--- src/rtl/uart_pkg.sv ---
// Shared UART definitions: transmitter state encoding, line idle level and default frame shape.
// The PARITY state and parity helper exist only when UART_TX_PARITY_EN is defined.
package uart_pkg;

    localparam int   DEFAULT_DATA_BITS = 8;
    localparam int   DEFAULT_STOP_BITS = 1;
    localparam logic IDLE_LEVEL        = 1'b1;

    typedef enum logic [2:0] {
        IDLE   = 3'd0,
        SYNC   = 3'd1,
        START  = 3'd2,
        DATA   = 3'd3,
`ifdef UART_TX_PARITY_EN
        PARITY = 3'd4,
`endif
        STOP   = 3'd5
    } state_e;

`ifdef UART_TX_PARITY_EN
    // Payloads narrower than 8 bits are zero-extended, which leaves even parity unchanged.
    function automatic logic even_parity(input logic [7:0] data);
        return ^data;
    endfunction
`endif

endpackage

--- src/rtl/uart_tx.sv ---
// UART transmitter: one frame per accepted word, bit timing driven by an external baud_tick.
// Optional even parity bit when UART_TX_PARITY_EN is defined.
module uart_tx
    import uart_pkg::*;
#(
    parameter int DATA_BITS = DEFAULT_DATA_BITS,
    parameter int STOP_BITS = DEFAULT_STOP_BITS
) (
    input  logic                 clk,
    input  logic                 rst,
    input  logic                 baud_tick,
    input  logic                 tx_valid,
    input  logic [DATA_BITS-1:0] tx_data,
    output logic                 tx_ready,
    output logic                 tx,
    output logic                 tx_done
);

    localparam int               CNT_W     = $clog2(DATA_BITS) + 1;
    localparam logic [CNT_W-1:0] LAST_BIT  = CNT_W'(DATA_BITS - 1);
    localparam logic             LAST_STOP = 1'(STOP_BITS - 1);

    state_e               r_state;
    state_e               w_next_state;
    logic [DATA_BITS-1:0] r_shift;
    logic [CNT_W-1:0]     r_bit_cnt;
    logic                 r_stop_cnt;
    logic                 r_tx;
    logic                 r_ready;
    logic                 w_tx_next;
    logic                 w_done;
    logic                 w_accept;
`ifdef UART_TX_PARITY_EN
    logic                 r_parity;
`endif

    assign w_accept = (r_state == IDLE) && r_ready && tx_valid;
    assign tx       = r_tx;
    assign tx_ready = r_ready;
    assign tx_done  = w_done;

    // Next-state and next line level; tx changes only on ticks so each bit spans one tick period.
    always_comb begin
        w_next_state = r_state;
        w_tx_next    = r_tx;
        w_done       = 1'b0;
        case (r_state)
            IDLE: begin
                w_tx_next = IDLE_LEVEL;
                if (w_accept) begin
                    w_next_state = SYNC;
                end else begin
                    w_next_state = IDLE;
                end
            end
            SYNC: begin
                if (baud_tick) begin
                    w_next_state = START;
                    w_tx_next    = 1'b0;
                end else begin
                    w_tx_next    = IDLE_LEVEL;
                end
            end
            START: begin
                if (baud_tick) begin
                    w_next_state = DATA;
                    w_tx_next    = r_shift[0];
                end else begin
                    w_next_state = START;
                end
            end
            DATA: begin
                if (baud_tick && (r_bit_cnt == LAST_BIT)) begin
`ifdef UART_TX_PARITY_EN
                    w_next_state = PARITY;
                    w_tx_next    = r_parity;
`else
                    w_next_state = STOP;
                    w_tx_next    = IDLE_LEVEL;
`endif
                end else if (baud_tick) begin
                    w_tx_next    = r_shift[0];
                end else begin
                    w_next_state = DATA;
                end
            end
`ifdef UART_TX_PARITY_EN
            PARITY: begin
                if (baud_tick) begin
                    w_next_state = STOP;
                    w_tx_next    = IDLE_LEVEL;
                end else begin
                    w_next_state = PARITY;
                end
            end
`endif
            STOP: begin
                w_tx_next = IDLE_LEVEL;
                if (baud_tick && (r_stop_cnt == LAST_STOP)) begin
                    w_next_state = IDLE;
                    w_done       = 1'b1;
                end else begin
                    w_next_state = STOP;
                end
            end
            default: begin
                w_next_state = IDLE;
                w_tx_next    = IDLE_LEVEL;
            end
        endcase
    end

    // State, line and ready registers; ready is high exactly while the FSM sits in IDLE.
    always_ff @(posedge clk or posedge rst) begin
        if (rst) begin
            r_state <= IDLE;
            r_tx    <= IDLE_LEVEL;
            r_ready <= 1'b0;
        end else begin
            r_state <= w_next_state;
            r_tx    <= w_tx_next;
            r_ready <= (w_next_state == IDLE);
        end
    end

    // Payload shift register and bit/stop counters.
    always_ff @(posedge clk or posedge rst) begin
        if (rst) begin
            r_shift    <= '0;
            r_bit_cnt  <= '0;
            r_stop_cnt <= 1'b0;
`ifdef UART_TX_PARITY_EN
            r_parity   <= 1'b0;
`endif
        end else begin
            if (w_accept) begin
                r_shift  <= tx_data;
`ifdef UART_TX_PARITY_EN
                r_parity <= even_parity(8'(tx_data));
`endif
            end else if (baud_tick && ((r_state == START) || (r_state == DATA))) begin
                r_shift <= r_shift >> 1;
            end
            if (baud_tick && (r_state == START)) begin
                r_bit_cnt <= '0;
            end else if (baud_tick && (r_state == DATA)) begin
                r_bit_cnt <= r_bit_cnt + CNT_W'(1);
            end
            if (r_state != STOP) begin
                r_stop_cnt <= 1'b0;
            end else if (baud_tick) begin
                r_stop_cnt <= r_stop_cnt + 1'b1;
            end
        end
    end

endmodule

--- config.mk ---
export PLATFORM = sky130hd
export DESIGN_NAME = uart_tx
export DESIGN_NICKNAME = d
export VERILOG_FILES = /design/src/rtl/uart_pkg.sv /design/src/rtl/uart_tx.sv
export SDC_FILE = /design/constraint.sdc
export NUM_CORES = 1
export LEC_CHECK = 0
export BUFFER_PORTS_ARGS = -buffer_cell sky130_fd_sc_hd__buf_2
export CAP_MARGIN = 30
export CORE_MARGIN = 1.5
export CORE_UTILIZATION = 35
export DETAILED_ROUTE_END_ITERATION = 12
export REMOVE_ABC_BUFFERS = 1
export SETUP_SLACK_MARGIN = 0.02
export SKIP_LAST_GASP = 1
export SLEW_MARGIN = 10
export SYNTH_ARGS = -nofsm -noshare
export SYNTH_HDL_FRONTEND = slang
export SYNTH_SLANG_ARGS = --single-unit
--- constraint.sdc ---
create_clock -name clk -period 2.9 [get_ports clk]
set_input_delay 0 -clock clk [delete_from_list [all_inputs] [get_ports clk]]
set_output_delay 0 -clock clk [all_outputs]
set_load 0.02 [all_outputs]
==> flow_summary.toml <==
[outcome]
status = "finished clean"

[timing]
fin_worst_skew_ns = 0.01280
timing.hold.ws_ns = 0.02437
setup_viol = 0
min_period_ns = 1.763
tightest_slew_ns = 0.6534
fin_setup_tns_ns = 0
relSlewSlack = 0.5639
rsz0062_at_grt = "no"
fmax_mhz = 567.3
hold_viol_final = 0
period_share = 0.6079
slew_viol_final = 0

[drt]
drc = 0
dr.pass1.iters = 4
wl_per_cell_um = 12.96
ant_nets = 0
num_vias = 722
vias_per_cell = 5.194
drt_iter0_drc = 8
finalWirelength_um = 1802

[global_route]
antenna_found_initial = 0
overflow = 0
grt_pass1_vias = 721
grt_max_degree = 19
track_usage = 0.1448
grt_pass1_wl_um = 3036

[layout]
diodes = 0
drive_gt1_frac = 0.2110
layout.cells.non_filler = 139
final_util = 0.4429
nets = 123
syn_to_final_growth_pct = 19.27

[pwr]
p_leak_uw = 0.0005126
power_density_nw_per_um2 = 518.3
ir_drop_mv = 0.3247

[cts]
htreeDepth = 1
ctsResizeCount = 0
cts_tree = "done"
cts_root_buffer = "clkbuf_4"
clock_sinks = 18
clock_path_buffers = 2
worstSkewPairLatency_ns = 0.29
cts_buffers = 3
path_clk_slew_ns = 0.11

[placed_design]
place_inst = 125
gp_congestion = 0.7115
port_buffers = 14
dpl.hpwl_um = 1240

[critical_path]
cp-start-kind = "flip-flop"
critPathRequiredTime_ns = 3.10
crit_type = "flip-flop to flip-flop"
critPathMaxFanout = 11
cp.arrival_ns = 1.97
setup.worst_path.end_class = "flip-flop"

[die]
ioPinCount = 15
num_rows = 18
die_w_um = 54.50
die-area_um2 = 2970
die_h_um = 54.50
core_area_um2 = 2500
initial_utilization = 0.3714

[logic_synthesis]
yosys_warnings = 0
async_flop_share = 1.000
synth.distinct_cells = 29
syn_area_um2 = 928.4
synth_commonest_cells = "dfrtp_1, nand2_1, a221o_1, and2_1, nand3_1"
avgSynthCellArea_um2 = 10.67
synth_top_area_cell = "dfrtp_1"
ys_ff_latch = 18
seq_area_frac_synth = 0.4865
synth-edff-count = 0
yosysMostFrequentCell = "dfrtp_1"
post_synth_inst_count = 87
synth_top_cell_area_share = 0.4582
dominantRegCellSynth = "dfrtp_1"
synth_area_leaders = "dfrtp_1, a221o_1, buf_6, and2_1, nand2_1"

[min_path]
hold_path.class = "input port to flip-flop"

[job]
max_cap_violations = 0
==> layer usage <==
| layer | global-route usage | vias to the layer above | share of wire |
|---|---|---|---|
| met5 | 0 | - | 0 |
| met4 | 0.06250 | 0 | 0.0067 |
| met3 | 0.02459 | 2 | 0.038 |
| met2 | 0.2490 | 19 | 0.45 |
| met1 | 0.1770 | 342 | 0.50 |
| li1 | - | 359 | - |
==> stage by stage <==
stage	setup slack [ns]	area, µm²	power [µW]
2_1_floorplan	1.559	873.3	401.3
3_3_place_gp	1.403	980.9	437.6
3_5_place_dp	1.377	980.9	443.2
4_1_cts	1.153	1107	577.9
5_1_grt	1.052	1107	616.3
6_report	1.137	1107	573.9
==> critical path: stages, from the launching register on <==
cell and delay, ns:
dfrtp_1 0.53, nor4b_4 0.41, nand3_1 0.11, dlygate4sd3_1 0.56, o21ai_0 0.07
==> final cells by class <==
class | instances | area, µm²
clock buffers | 4 | 26.28
fillers | 262 | 1393
inverters | 2 | 7.507
multi-input cells | 61 | 414.1
flip-flops and latches | 18 | 451.7
well taps | 30 | 37.54
repair buffers | 24 | 170.2
==> repair_timing <==
item,in CTS,in global routing
hold buffers,10,0
hold endpoints to repair,25,0
setup buffers,0,0
==> report_power, final <==
part / switching, µW / leakage, µW / internal, µW / total, µW
clock: 73.7 / 0.0000150 / 53.4 / 127
combinational: 63.6 / 0.000261 / 58.0 / 122
sequential: 40.6 / 0.000237 / 285 / 325
==> cell usage in the layout (no fill, tap or decap), types with 2 or more instances in the layout <==
cell           count
dfrtp_1           17
buf_2             14
nand2_1           10
dlygate4sd3_1     10
and2_1             7
a221o_1            7
nand3_1            6
a21oi_1            4
nand2b_1           3
nand3b_1           3
o21ai_0            3
clkbuf_4           3
inv_1              2
nor2b_1            2
nor3_1             2
==> registers in the layout, summed over array words and instances, names as in the netlist <==
register	count
r_bit_cnt	4
r_shift	8
r_state	3
r_stop_cnt	1
tx	1
tx_ready	1
==> logic make-up (layout without fill, tap and decap cells) <==
| logic type | after synthesis | in the layout | share of synthesized area |
|---|---|---|---|
| AOI/OAI and AO/OA | 18 | 18 | 0.1509 |
| adders and majority gates | 1 | 1 | 0.01347 |
| buffers and inverters | 8 | 30 | 0.06739 |
| DFF | 18 | 18 | 0.4865 |
| muxes | 1 | 1 | 0.01078 |
| and+or+nand+nor | 41 | 41 | 0.2709 |
==> final timing paths <==
check	from	endpoint	slack [ns]	depth (start not counted)
min in group asynchronous	rst	r_state[0]	0.33	3
worst min register to register	r_bit_cnt[1]	r_bit_cnt[1]	0.51	2
worst max register to register	r_state[1]	r_shift[7]	1.14	4
worst max-delay path	r_state[1]	r_shift[7]	1.14	4
worst min-delay path	tx_valid	r_state[0]	0.02	3
max in group asynchronous	rst	tx_ready	2.14	3
Note: power is estimated with default switching activity, not from simulation.
